===== config.mk =====
export PLATFORM = sky130hd
export DESIGN_NAME = j1_uart_io_flat
export DESIGN_NICKNAME = d
export VERILOG_FILES = /design/src/rtl/j1_uart_io_if.sv /design/src/rtl/j1_uart_io.sv /design/src/flat_wrapper.sv
export SDC_FILE = /design/constraint.sdc
export NUM_CORES = 1
export LEC_CHECK = 0
export ABC_AREA = 0
export BUFFER_PORTS_ARGS = -buffer_cell sky130_fd_sc_hd__buf_2
export CORE_UTILIZATION = 54
export CTS_BUF_LIST = sky130_fd_sc_hd__clkbuf_4 sky130_fd_sc_hd__clkbuf_8 sky130_fd_sc_hd__clkbuf_16
export DETAILED_ROUTE_END_ITERATION = 10
export PLACE_DENSITY_LB_ADDON = 0.08
export RECOVER_POWER = 50
export SLEW_MARGIN = 10
export SYNTH_ARGS = -nofsm -noshare
export SYNTH_HDL_FRONTEND = slang
export SYNTH_SLANG_ARGS = --single-unit

===== constraint.sdc =====
create_clock -name clk -period 2.78 [get_ports clk]
set_input_delay 0.278 -clock clk [delete_from_list [all_inputs] [get_ports clk]]
set_output_delay 0.278 -clock clk [all_outputs]
set_load 0.01 [all_outputs]

===== src/rtl/j1_uart_io_if.sv =====
// j1_uart_io_if: J1 CPU IO bus between the CPU (master) and the UART peripheral (slave).
interface j1_uart_io_if;
    logic        io_rd;
    logic        io_wr;
    logic [15:0] io_addr;
    logic [15:0] io_dout;
    logic [15:0] io_din;
    logic        interrupt_request;
    modport master (output io_rd, io_wr, io_addr, io_dout, input io_din, interrupt_request);
    modport slave  (input io_rd, io_wr, io_addr, io_dout, output io_din, interrupt_request);
endinterface


===== src/rtl/j1_uart_io.sv =====
// j1_uart_io: J1 IO-mapped UART with a TX shifter, mid-bit sampling RX and an RX byte FIFO.
module j1_uart_io #(
    parameter int CLKDIV   = 104,
    parameter int FIFOBITS = 4
) (
    input  logic        clk,
    input  logic        resetq,
    j1_uart_io_if.slave bus,
    input  logic        uart_rx,
    output logic        uart_tx
);
    localparam int CW = $clog2(CLKDIV);
    localparam int PW = FIFOBITS + 1;
    localparam logic [CW-1:0] BIT_END  = CW'(CLKDIV - 1);
    localparam logic [CW-1:0] HALF_END = CW'(CLKDIV / 2 - 1);
    localparam logic [1:0] S_IDLE = 2'd0, S_START = 2'd1, S_DATA = 2'd2, S_STOP = 2'd3;

    logic sel_data, sel_status, sel_irqen, wr_status;
    assign sel_data   = bus.io_addr == 16'h1000;
    assign sel_status = bus.io_addr == 16'h2000;
    assign sel_irqen  = bus.io_addr == 16'h4000;
    assign wr_status  = bus.io_wr && sel_status;

    logic [1:0]    tx_st_q, tx_st_d;
    logic [CW-1:0] tx_cnt_q, tx_cnt_d;
    logic [2:0]    tx_bit_q, tx_bit_d;
    logic [7:0]    tx_sr_q, tx_sr_d;
    logic          tx_q, tx_d, tx_busy, tx_tick;
    assign tx_busy = tx_st_q != S_IDLE;
    assign tx_tick = tx_cnt_q == BIT_END;

    always_comb begin
        tx_st_d  = tx_st_q;
        tx_bit_d = tx_bit_q;
        tx_sr_d  = tx_sr_q;
        tx_d     = tx_q;
        tx_cnt_d = (!tx_busy || tx_tick) ? '0 : tx_cnt_q + 1'b1;
        case (tx_st_q)
            S_IDLE: if (bus.io_wr && sel_data) begin
                tx_st_d = S_START;
                tx_sr_d = bus.io_dout[7:0];
                tx_d    = 1'b0;
            end
            S_START: if (tx_tick) begin
                tx_st_d  = S_DATA;
                tx_bit_d = '0;
                tx_d     = tx_sr_q[0];
                tx_sr_d  = tx_sr_q >> 1;
            end
            S_DATA: if (tx_tick) begin
                tx_bit_d = tx_bit_q + 1'b1;
                tx_d     = tx_bit_q == 3'd7 ? 1'b1 : tx_sr_q[0];
                tx_sr_d  = tx_sr_q >> 1;
                tx_st_d  = tx_bit_q == 3'd7 ? S_STOP : S_DATA;
            end
            default: if (tx_tick) tx_st_d = S_IDLE;
        endcase
    end

    // rx_prev_q holds the previous synchronized sample so only a fresh 1->0 edge starts a frame
    logic          rx_s1_q, rx_s2_q, rx_prev_q;
    logic [1:0]    rx_st_q, rx_st_d;
    logic [CW-1:0] rx_cnt_q, rx_cnt_d;
    logic [2:0]    rx_bit_q, rx_bit_d;
    logic [7:0]    rx_sr_q, rx_sr_d;
    logic          rx_tick, push_req, ferr_set;
    assign rx_tick = rx_cnt_q == (rx_st_q == S_START ? HALF_END : BIT_END);

    always_comb begin
        rx_st_d  = rx_st_q;
        rx_bit_d = rx_bit_q;
        rx_sr_d  = rx_sr_q;
        push_req = 1'b0;
        ferr_set = 1'b0;
        rx_cnt_d = (rx_st_q == S_IDLE || rx_tick) ? '0 : rx_cnt_q + 1'b1;
        case (rx_st_q)
            S_IDLE: if (rx_prev_q && !rx_s2_q) rx_st_d = S_START;
            S_START: if (rx_tick) begin
                rx_st_d  = rx_s2_q ? S_IDLE : S_DATA;
                rx_bit_d = '0;
            end
            S_DATA: if (rx_tick) begin
                rx_sr_d  = {rx_s2_q, rx_sr_q[7:1]};
                rx_bit_d = rx_bit_q + 1'b1;
                rx_st_d  = rx_bit_q == 3'd7 ? S_STOP : S_DATA;
            end
            default: if (rx_tick) begin
                rx_st_d  = S_IDLE;
                push_req = rx_s2_q;
                ferr_set = !rx_s2_q;
            end
        endcase
    end

    // when full, a same-cycle pop frees the very slot the push lands in
    logic [7:0]    mem_q [0:(1 << FIFOBITS) - 1];
    logic [PW-1:0] wp_q, rp_q, count;
    logic          rx_avail, rx_full, pop, push, ovr_set;
    logic          ovr_q, ferr_q, ie_q, irq_q;
    assign count    = wp_q - rp_q;
    assign rx_avail = count != '0;
    assign rx_full  = count == PW'(1 << FIFOBITS);
    assign pop      = bus.io_rd && sel_data && rx_avail;
    assign push     = push_req && (!rx_full || pop);
    assign ovr_set  = push_req && rx_full && !pop;

    assign bus.io_din = sel_data   ? {8'h00, rx_avail ? mem_q[rp_q[FIFOBITS-1:0]] : 8'h00} :
                        sel_status ? {11'b0, rx_full, ferr_q, ovr_q, rx_avail, tx_busy} :
                        sel_irqen  ? {15'b0, ie_q} : 16'h0000;
    assign bus.interrupt_request = irq_q;
    assign uart_tx = tx_q;

    always_ff @(posedge clk or negedge resetq)
        if (!resetq) begin
            tx_st_q   <= S_IDLE;
            tx_cnt_q  <= '0;
            tx_bit_q  <= '0;
            tx_sr_q   <= '0;
            tx_q      <= 1'b1;
            rx_s1_q   <= 1'b1;
            rx_s2_q   <= 1'b1;
            rx_prev_q <= 1'b1;
            rx_st_q   <= S_IDLE;
            rx_cnt_q  <= '0;
            rx_bit_q  <= '0;
            rx_sr_q   <= '0;
            wp_q      <= '0;
            rp_q      <= '0;
            ovr_q     <= 1'b0;
            ferr_q    <= 1'b0;
            ie_q      <= 1'b0;
            irq_q     <= 1'b0;
        end else begin
            tx_st_q   <= tx_st_d;
            tx_cnt_q  <= tx_cnt_d;
            tx_bit_q  <= tx_bit_d;
            tx_sr_q   <= tx_sr_d;
            tx_q      <= tx_d;
            rx_s1_q   <= uart_rx;
            rx_s2_q   <= rx_s1_q;
            rx_prev_q <= rx_s2_q;
            rx_st_q   <= rx_st_d;
            rx_cnt_q  <= rx_cnt_d;
            rx_bit_q  <= rx_bit_d;
            rx_sr_q   <= rx_sr_d;
            wp_q      <= push ? wp_q + 1'b1 : wp_q;
            rp_q      <= pop ? rp_q + 1'b1 : rp_q;
            ovr_q     <= ovr_set || (ovr_q && !(wr_status && bus.io_dout[2]));
            ferr_q    <= ferr_set || (ferr_q && !(wr_status && bus.io_dout[3]));
            ie_q      <= (bus.io_wr && sel_irqen) ? bus.io_dout[0] : ie_q;
            irq_q     <= ie_q && rx_avail;
        end

    always_ff @(posedge clk)
        if (push) mem_q[wp_q[FIFOBITS-1:0]] <= rx_sr_q;
endmodule


===== src/flat_wrapper.sv =====
// flat-port wrapper written by rule: the top's interface ports become plain ports
module j1_uart_io_flat 
#(
    parameter int CLKDIV   = 104,
    parameter int FIFOBITS = 4
)
  (clk, resetq, uart_rx, uart_tx, bus_io_rd, bus_io_wr, bus_io_addr, bus_io_dout, bus_io_din, bus_interrupt_request);
  j1_uart_io_if bus_i ();
  input  logic clk;
  input  logic resetq;
  input  logic uart_rx;
  output logic uart_tx;
  input wire logic [$bits(bus_i.io_rd)-1:0] bus_io_rd;
  input wire logic [$bits(bus_i.io_wr)-1:0] bus_io_wr;
  input wire logic [$bits(bus_i.io_addr)-1:0] bus_io_addr;
  input wire logic [$bits(bus_i.io_dout)-1:0] bus_io_dout;
  output wire logic [$bits(bus_i.io_din)-1:0] bus_io_din;
  output wire logic [$bits(bus_i.interrupt_request)-1:0] bus_interrupt_request;
  assign bus_i.io_rd = bus_io_rd;
  assign bus_i.io_wr = bus_io_wr;
  assign bus_i.io_addr = bus_io_addr;
  assign bus_i.io_dout = bus_io_dout;
  assign bus_io_din = bus_i.io_din;
  assign bus_interrupt_request = bus_i.interrupt_request;
  j1_uart_io #(.CLKDIV(CLKDIV), .FIFOBITS(FIFOBITS)) u_core (.clk(clk), .resetq(resetq), .bus(bus_i), .uart_rx(uart_rx), .uart_tx(uart_tx));
endmodule

==> results of run 1 <==
-- repair_timing --
action / 4_1_cts / 5_1_grt
setup buffers: 0 / 5
endpoints found under the hold margin: 29 / 0
hold buffers: 2 / 0
resized for setup: 7 / 12
endpoints found under the setup margin: 31 / 136
pin swaps: 0 / 2
cloned: 1 / 0
-- layer usage --
metal  share of wire  global-route usage
met5               0                   0
met4          0.0094              0.0538
met3           0.034              0.0498
met2            0.49               0.363
met1            0.47               0.321
-- layout by cell type (no fill, tap or decap), drive strengths merged, types with 3 or more instances in the layout --
master	netlist	final
edfxtp	128	128
buf	16	76
dfrtp	54	54
mux4	37	37
nand2	32	32
mux2	27	27
ha	23	23
clkbuf	6	23
inv	17	23
nor2	19	19
o21ai	18	18
nand3	15	15
and3	14	14
a21oi	14	14
nor2b	10	10
xnor2	10	10
xor2	9	9
conb	1	8
nor3	7	7
a211oi	6	6
nor3b	5	5
clkinv	0	5
and2	4	4
or4	4	4
dfstp	4	4
o41ai	3	3
a22o	3	3
-- area by class of cell --
cell class,instances,area (µm²),share of cell area
Clock buffer,18,433,0.0449
Clock inverter,14,138,0.0143
Inverter,17,63.8,0.00661
Multi-Input combinational cell,292,2740,0.284
Sequential cell,186,5310,0.550
Tap cell,184,230,0.0239
Timing Repair Buffer,84,741,0.0768
-- final timing paths --
kind                                         from  cells past startpoint            endpoint
min in group asynchronous                  resetq                      2      u_core.rp_q[1]
max in group asynchronous                  resetq                      3      u_core.rx_s1_q
worst max-delay path               u_core.rp_q[0]                      6       bus_io_din[1]
worst max register to register  u_core.rx_st_q[0]                      7  u_core.mem_q[7][5]
worst min register to register     u_core.rx_s1_q                      0      u_core.rx_s2_q
worst min-delay path               bus_io_dout[0]                      2         u_core.ie_q
-- state kept, by name, indices dropped and copies added (netlist names), 5 cells and up --
| register | flops |
|---|---|
| u_core.mem_q | 128 |
| u_core.tx_sr_q | 8 |
| u_core.wp_q | 5 |
| u_core.rx_cnt_q | 7 |
| u_core.tx_cnt_q | 7 |
| u_core.rx_sr_q | 8 |
| u_core.rp_q | 5 |
-- worst reg2reg max path: stages (launching register included) --
cell	delay [ps]
dfrtp_1	420
ha_1	260
or4bb_1	500
a211oi_2	280
nand3_2	170
a211oi_4	340
and2_1	230
buf_12	140
-- cell families after synthesis --
logic type	count (synthesis)	synth area share
buffers and inverters	39	0.0232
AO/OA/AOI/OAI	54	0.0441
AND/OR/NAND/NOR	121	0.0815
XOR/XNOR	20	0.0233
multiplexers	66	0.142
other	1	0.000460
flip-flops	186	0.650
adder cells (fa/ha/maj)	23	0.0353
-- report_power, final --
part           switching [mW]  leakage (nW)  internal, mW
clock network            1.06         0.275          1.26
logic                   0.184          1.51         0.120
registers              0.0326          2.14          2.98
total                    1.27          3.92          4.36
==> impl_metrics.toml, run 1 <==
[critical_path]
cp_max_fo = 7
worstPathArrival_ps = 2470
reg2reg_slack_ps = 160
crit_path_frequent_cell = "mux4_2"
cp-start-kind = "register"
critical-path-max-stage-delay_ps = 540
crit_buf_inv = 2
cp-end-kind = "primary output"
path_delay_family = "multiplexers"
crit_required_ps = 2500
worst_path_max_delay_cell = "mux4_2"
path_class = "register to primary output"
path_cells = "buf_6 > mux4_2 > mux4_2 > a21oi_1 > nor2_1 > buf_2"

[sta]
finalHoldViolations = 0
finalSetupViolCount = 0
fin_ws_ps = 35.9
setup_tns_ps = 0
max_freq_mhz = 364
hold_ws_ps = 111
min_period_ps = 2740
relSlewSlack = -0.154
rsz0062_at_grt = "true"
worstMarginPinSlew_ps = 1730
skew_ps = 8.37
post-route-period-util = 0.987
finalMaxSlewViolations = 31

[synth]
syn_area_um2 = 8150
ys_top_cells_by_area = "edfxtp_1 (47%), dfrtp_1 (17%), mux4_2 (10%)"
async_flop_share = 0.312
synth-edff-count = 128
postSynthAreaPerCell_um2 = 16.0
synth_ff_type = "edfxtp_1"
syn_inst = 510
ys_ff_latch = 186
ys_warn_count = 0
synth_top_area_cell = "edfxtp_1"
synth_cell_type_count = 52
synth_top_area_frac = 0.472
ys_top_cells_by_count = "edfxtp_1 (128), dfrtp_1 (54), mux4_2 (37)"
synth_most_common_cell = "edfxtp_1"
ys_seq_area_frac = 0.650

[place]
pre_cts_ws_ps = -23.2
gp_congestion = 0.785
place_area_um2 = 8940
io_buffers = 38
dpl.cell_count = 755
dp_hpwl_mm = 11.0

[final_layout]
diodes = 0
nNetsFinal = 658
fin_util = 0.659
area_growth_pct = 18.4
fin_cells = 795
fillers = 1046
stdcell_area_um2 = 9650
drive_gt1_frac = 0.327

[grt]
grt_pass1_vias = 4770
grt_pass1_wl_mm = 26.1
grt-ovfl-total = 0
grt_max_degree = 33
grt_usage = 0.227
grt_antenna_before_repair = 0

[run_status]
status = "finished, violations left"
violations = "design-rule violations, max-capacitance violations, max-slew violations"

[die]
placementRows = 44
core-area_um2 = 14600
fp.dieW_um = 125
start_util = 0.557
die_y_um = 125
ios = 55
dieArea_um2 = 15600

[route]
final_antenna_net_count = 0
num_vias = 4584
vias_per_cell = 5.77
wl_per_cell_um = 20.4
drt-total-wl_mm = 16.2
first_pass_iters = 8
drtIter0Drc = 329
drc_errors = 4

[cts]
cts_buffers = 17
worstSkewPairLatency_ps = 430
path_clk_slew_ps = 70
cts_tree = "done"
cts_buffer_depth = 2
clkSinkCount = 186
root_buffer = "clkbuf_16"
htreeDepth = 4

[power_and_ir_drop]
power.density_nw_per_um2 = 584
ir_worst_vdd_mv = 0.377
p_leak_nw = 3.92
fin_total_pwr_mw = 5.63

[flow_run]
max-cap-violations = 1

[min_path]
hold_class = "input pin to register"
Note: power is estimated with default switching activity, not from simulation.
==> run 2, diff against run 1 <==
- CORE_MARGIN: not set -> 2
- HOLD_SLACK_MARGIN: not set -> 0.1
==> run 2 against run 1 <==
Against the previous run:
- sequential power hardly changed
- largest cell class unchanged
- via count down 0.46%
- global-route usage decreased by 1.7 points
- wire length decreased by 1.9%
- clock skew barely moved
- count of clock-buffer cells in the layout is 1 lower
- the run now ends clean
- clock power is 2% lower
- power shrank 0.96%
==> impl_metrics.toml, run 2 (same netlist as run 1, synthesis figures left out) <==
[place]
place_area_um2 = 8910
dpl.cell_count = 751
gp_congestion = 0.754
pre_cts_ws_ps = -68.9
io_buffers = 38
dp_hpwl_mm = 10.7

[die]
die_y_um = 127
start_util = 0.557
dieArea_um2 = 16100
ios = 55
core-area_um2 = 14600
fp.dieW_um = 127
placementRows = 44

[grt]
grt_pass1_vias = 4688
grt_antenna_before_repair = 0
grt-ovfl-total = 0
grt_max_degree = 48
grt_pass1_wl_mm = 25.2
grt_usage = 0.210

[sta]
relSlewSlack = 0.192
hold_ws_ps = 143
post-route-period-util = 0.967
finalSetupViolCount = 0
setup_tns_ps = 0
finalHoldViolations = 0
skew_ps = 8.29
max_freq_mhz = 372
fin_ws_ps = 91.0
worstMarginPinSlew_ps = 1210
min_period_ps = 2690
finalMaxSlewViolations = 0

[final_layout]
fin_util = 0.661
drive_gt1_frac = 0.334
diodes = 0
fin_cells = 798
nNetsFinal = 661
final_cell_mix = "edfxtp_1 (128), dfrtp_1 (51), mux4_2 (37)"
area_growth_pct = 18.7
stdcell_area_um2 = 9670
final_common_cell = "edfxtp_1"
largest_reg_flops = 128

[critical_path]
r2r_start = "u_core.rx_st_q[0]"
r2r_cells = 8
cp-start-kind = "register"
worstPathArrival_ps = 2410
crit_required_ps = 2500
path_delay_family = "multiplexers"
cp_max_fo = 12
cp-end-kind = "primary output"
crit_buf_inv = 2
critical-path-max-stage-delay_ps = 530
reg2reg_slack_ps = 150
path_class = "register to primary output"
path_cells = "buf_12 > mux4_2 > mux4_2 > a21oi_1 > nor2_1 > buf_2"
rr_endpoint = "u_core.mem_q[2][6]"
worst_path_max_delay_cell = "mux4_2"
crit_path_frequent_cell = "mux4_2"

[route]
drc_errors = 0
dr.max_layer_used = "met4"
dr_wl_met3_um = 637
met1_length_mm = 7.33
num_vias = 4563
wl_met2_mm = 7.82
vias_per_cell = 5.72
final_antenna_net_count = 0
wl_per_cell_um = 20.0
first_pass_iters = 5
drt-total-wl_mm = 15.9
drtIter0Drc = 414

[run_status]
status = "finished clean"

[min_path]
hold_path_depth = 2
worstHoldStart = "bus_io_dout[0]"
min_to = "u_core.ie_q"
hold_class = "input pin to register"

[cts]
root_buffer = "clkbuf_16"
cts_buffers = 17
htreeDepth = 4
clkSinkCount = 186
worstSkewPairLatency_ps = 430
cts_tree = "done"
path_clk_slew_ps = 70
cts_buffer_depth = 2

[power_and_ir_drop]
fin_total_pwr_mw = 5.58
power.density_nw_per_um2 = 577
ir_worst_vdd_mv = 0.417
p_leak_nw = 3.93

[flow_run]
max-cap-violations = 0
-- run 2: per-layer routing --
layer  GRT usage  up-vias
li1            -     2131
met2       0.337       86
met3      0.0493       10
met5           0        -
met4      0.0549        0
met1       0.294     2336
-- run 2: report_power, final --
part,internal (mW),leakage (nW),switching (mW)
logic,0.121,1.53,0.180
clock network,1.18,0.263,1.10
registers,2.97,2.14,0.0326
-- run 2: area by class of cell --
type,instances,area (µm²)
clock inverter,15,135
fill,1058,4970
timing repair buffer,87,768
multi-input combinational,292,2750
inverter,17,63.8
tap,184,230
clock buffer,17,425
sequential,186,5300
-- run 2: timing repair --
item                       in CTS  in global routing
pin swaps                       0                  3
buffers inserted                0                 11
gates cloned                    1                  0
resized for setup               5                 14
hold endpoints to repair       13                  0
hold buffers                    3                  0
setup endpoints to repair      71                 80
-- run 2: worst max path at each step --
stage / from / end / slack [ps] / cells past startpoint
2_1_floorplan: u_core.rp_q[1] / u_core.mem_q[12][0] / 100 / 10
3_3_place_gp: u_core.rx_st_q[1] / u_core.mem_q[0][6] / 3 / 9
3_5_place_dp: u_core.rx_st_q[1] / u_core.mem_q[14][5] / -70 / 7
4_1_cts: u_core.rp_q[1] / bus_io_din[6] / -30 / 9
5_1_grt: u_core.rp_q[0] / bus_io_din[5] / -40 / 9
6_report: u_core.rp_q[0] / bus_io_din[1] / 90 / 6
==> run 3, diff against run 2 <==
- CORE_UTILIZATION: 54 -> 60
- clock period: 2.78 -> 3 ns (I/O delays scaled with it)
==> run 3 against run 2 <==
Against the previous run:
- the flow now finishes with violations (max-capacitance violations, max-slew violations)
- global-route usage is 2.1 points higher
- wire length is 3.8% lower
- sequential power is 7.3% lower
- critical path depth is 1 higher
- cell count is 3.5% lower
- via count is 1.3% lower
- sequential cell count stayed put
- count of clock-buffer cells in the layout stayed put
- sequential share of layout area is 2.1 points higher
- power is 5.8% lower
- hold slack better by 14 ps
- clock skew is 2.2 ps lower
- critical endpoint is now bus_io_din[3]
- largest cell class unchanged
==> impl_metrics.toml, run 3 (same netlist as run 1, synthesis figures left out) <==
[place]
io_buffers = 38
dp_hpwl_mm = 10.6
pre_cts_ws_ps = 3.19
gp_congestion = 0.793
dpl.cell_count = 735

[cts]
path_clk_slew_ps = 70
root_buffer = "clkbuf_16"
htreeDepth = 4
worstSkewPairLatency_ps = 430
cts_tree = "done"
clkSinkCount = 186
cts_buffer_depth = 2
cts_buffers = 17

[power_and_ir_drop]
p_clk_frac = 0.418
comb_power_share = 0.050
p_int_mw = 4.10
sw_frac_of_total = 0.219
fin_total_pwr_mw = 5.26
seqPwrFrac = 0.532
power_switching_mw = 1.15
power.density_nw_per_um2 = 565
ir_worst_vdd_mv = 0.451
p_leak_nw = 3.79

[die]
start_util = 0.616
placementRows = 42
die_y_um = 121
fp.dieW_um = 121
ios = 55
dieArea_um2 = 14500
core-area_um2 = 13200

[critical_path]
critical-path-max-stage-delay_ps = 460
path_cells = "ha_1 > and3b_1 > o211ai_1 > a211oi_2 > nand2b_1 > o21ai_0 > buf_2"
cp_max_fo = 7
cp-start-kind = "register"
crit_buf_inv = 1
path_class = "register to primary output"
worst_path_max_delay_cell = "dfrtp_1"
r2r_start = "u_core.rx_st_q[1]"
r2r_cells = 9
path_delay_family = "simple AND/OR/NAND/NOR gates"
crit_required_ps = 2700
reg2reg_slack_ps = 230
cp-end-kind = "primary output"
rr_endpoint = "u_core.mem_q[5][0]"
worstPathArrival_ps = 2540

[grt]
grt_usage = 0.231
grt_antenna_before_repair = 0
grt_pass1_vias = 4578
grt_max_degree = 36
grt-ovfl-total = 0
grt_pass1_wl_mm = 24.6

[sta]
setup_tns_ps = 0
finalSetupViolCount = 0
finalHoldViolations = 0
skew_ps = 6.14
min_period_ps = 2840
finalMaxSlewViolations = 36
post-route-period-util = 0.945
relSlewSlack = -0.287
fin_ws_ps = 164
rsz0062_at_grt = "false"
max_freq_mhz = 353
worstMarginPinSlew_ps = 1930

[route]
drc_errors = 0
wl_per_cell_um = 19.9
vias_per_cell = 5.85
first_pass_iters = 4
num_vias = 4505
final_antenna_net_count = 0
drtIter0Drc = 339
drt-total-wl_mm = 15.3

[final_layout]
area_growth_pct = 14.2
final_common_cell = "edfxtp_1"
nNetsFinal = 641
diodes = 0
largest_reg_flops = 128
fin_cells = 770
drive_gt1_frac = 0.295
final_cell_mix = "edfxtp_1 (128), dfrtp_1 (53), mux4_2 (37)"

[min_path]
min_to = "u_core.ie_q"
hold_class = "input pin to register"
worstHoldStart = "bus_io_dout[0]"
hold_path_depth = 2

[run_status]
status = "finished, violations left"
violations = "max-capacitance violations, max-slew violations"

[flow_run]
max-cap-violations = 1
## run 3: cell type report
class	instances	area, µm²
multi-input combinational	292	2710
clock buffer	17	425
clock inverter	15	168
timing repair buffer	67	415
sequential	186	5300
tap	176	220
fill	876	3940
inverter	17	63.8
## run 3: repair_timing
action,4_1_cts,5_1_grt
setup endpoints to repair,16,122
pin swaps,0,0
gates resized for setup,1,6
hold buffers,2,0
hold endpoints to repair,33,0
buffers inserted,0,1
## run 3: how the worst max path moves through the flow
stage | startpoint | endpoint | slack (ps) | depth (start not counted)
2_1_floorplan | u_core.rp_q[1] | u_core.mem_q[12][0] | 40 | 10
4_1_cts | u_core.rx_st_q[1] | u_core.mem_q[12][0] | 70 | 7
6_report | u_core.wp_q[2] | bus_io_din[3] | 160 | 7
5_1_grt | u_core.rp_q[1] | bus_io_din[3] | 0.9 | 8
3_3_place_gp | u_core.rx_st_q[1] | u_core.mem_q[5][7] | 60 | 9
3_5_place_dp | u_core.rx_st_q[1] | u_core.mem_q[5][5] | 3 | 9
## run 3: power groups by stage
stage	combinational [mW]	sequential [mW]	clock, mW
floorplan	0.189	2.84	0
global placement	0.244	2.84	0
detailed placement	0.261	2.85	0
CTS	0.266	2.79	2.24
global route	0.300	2.80	2.35
finish	0.263	2.79	2.20
## run 3: through the flow
stage                     area, µm²  utilization  hold slack (ps)
after floorplan                8180            -             4.41
after global placement         8680        0.655              346
final                          9310        0.703              157
after detailed placement       8680        0.655              349
after CTS                      9300        0.702              140
after global routing           9310        0.703              148
## run 3: layer usage
layer  share of wire  vias up  GRT usage
met5               0        -          0
met4           0.023        0      0.103
met3           0.040       29     0.0429
met2            0.51      106      0.365
met1            0.43     2291      0.317
li1                -     2079          -
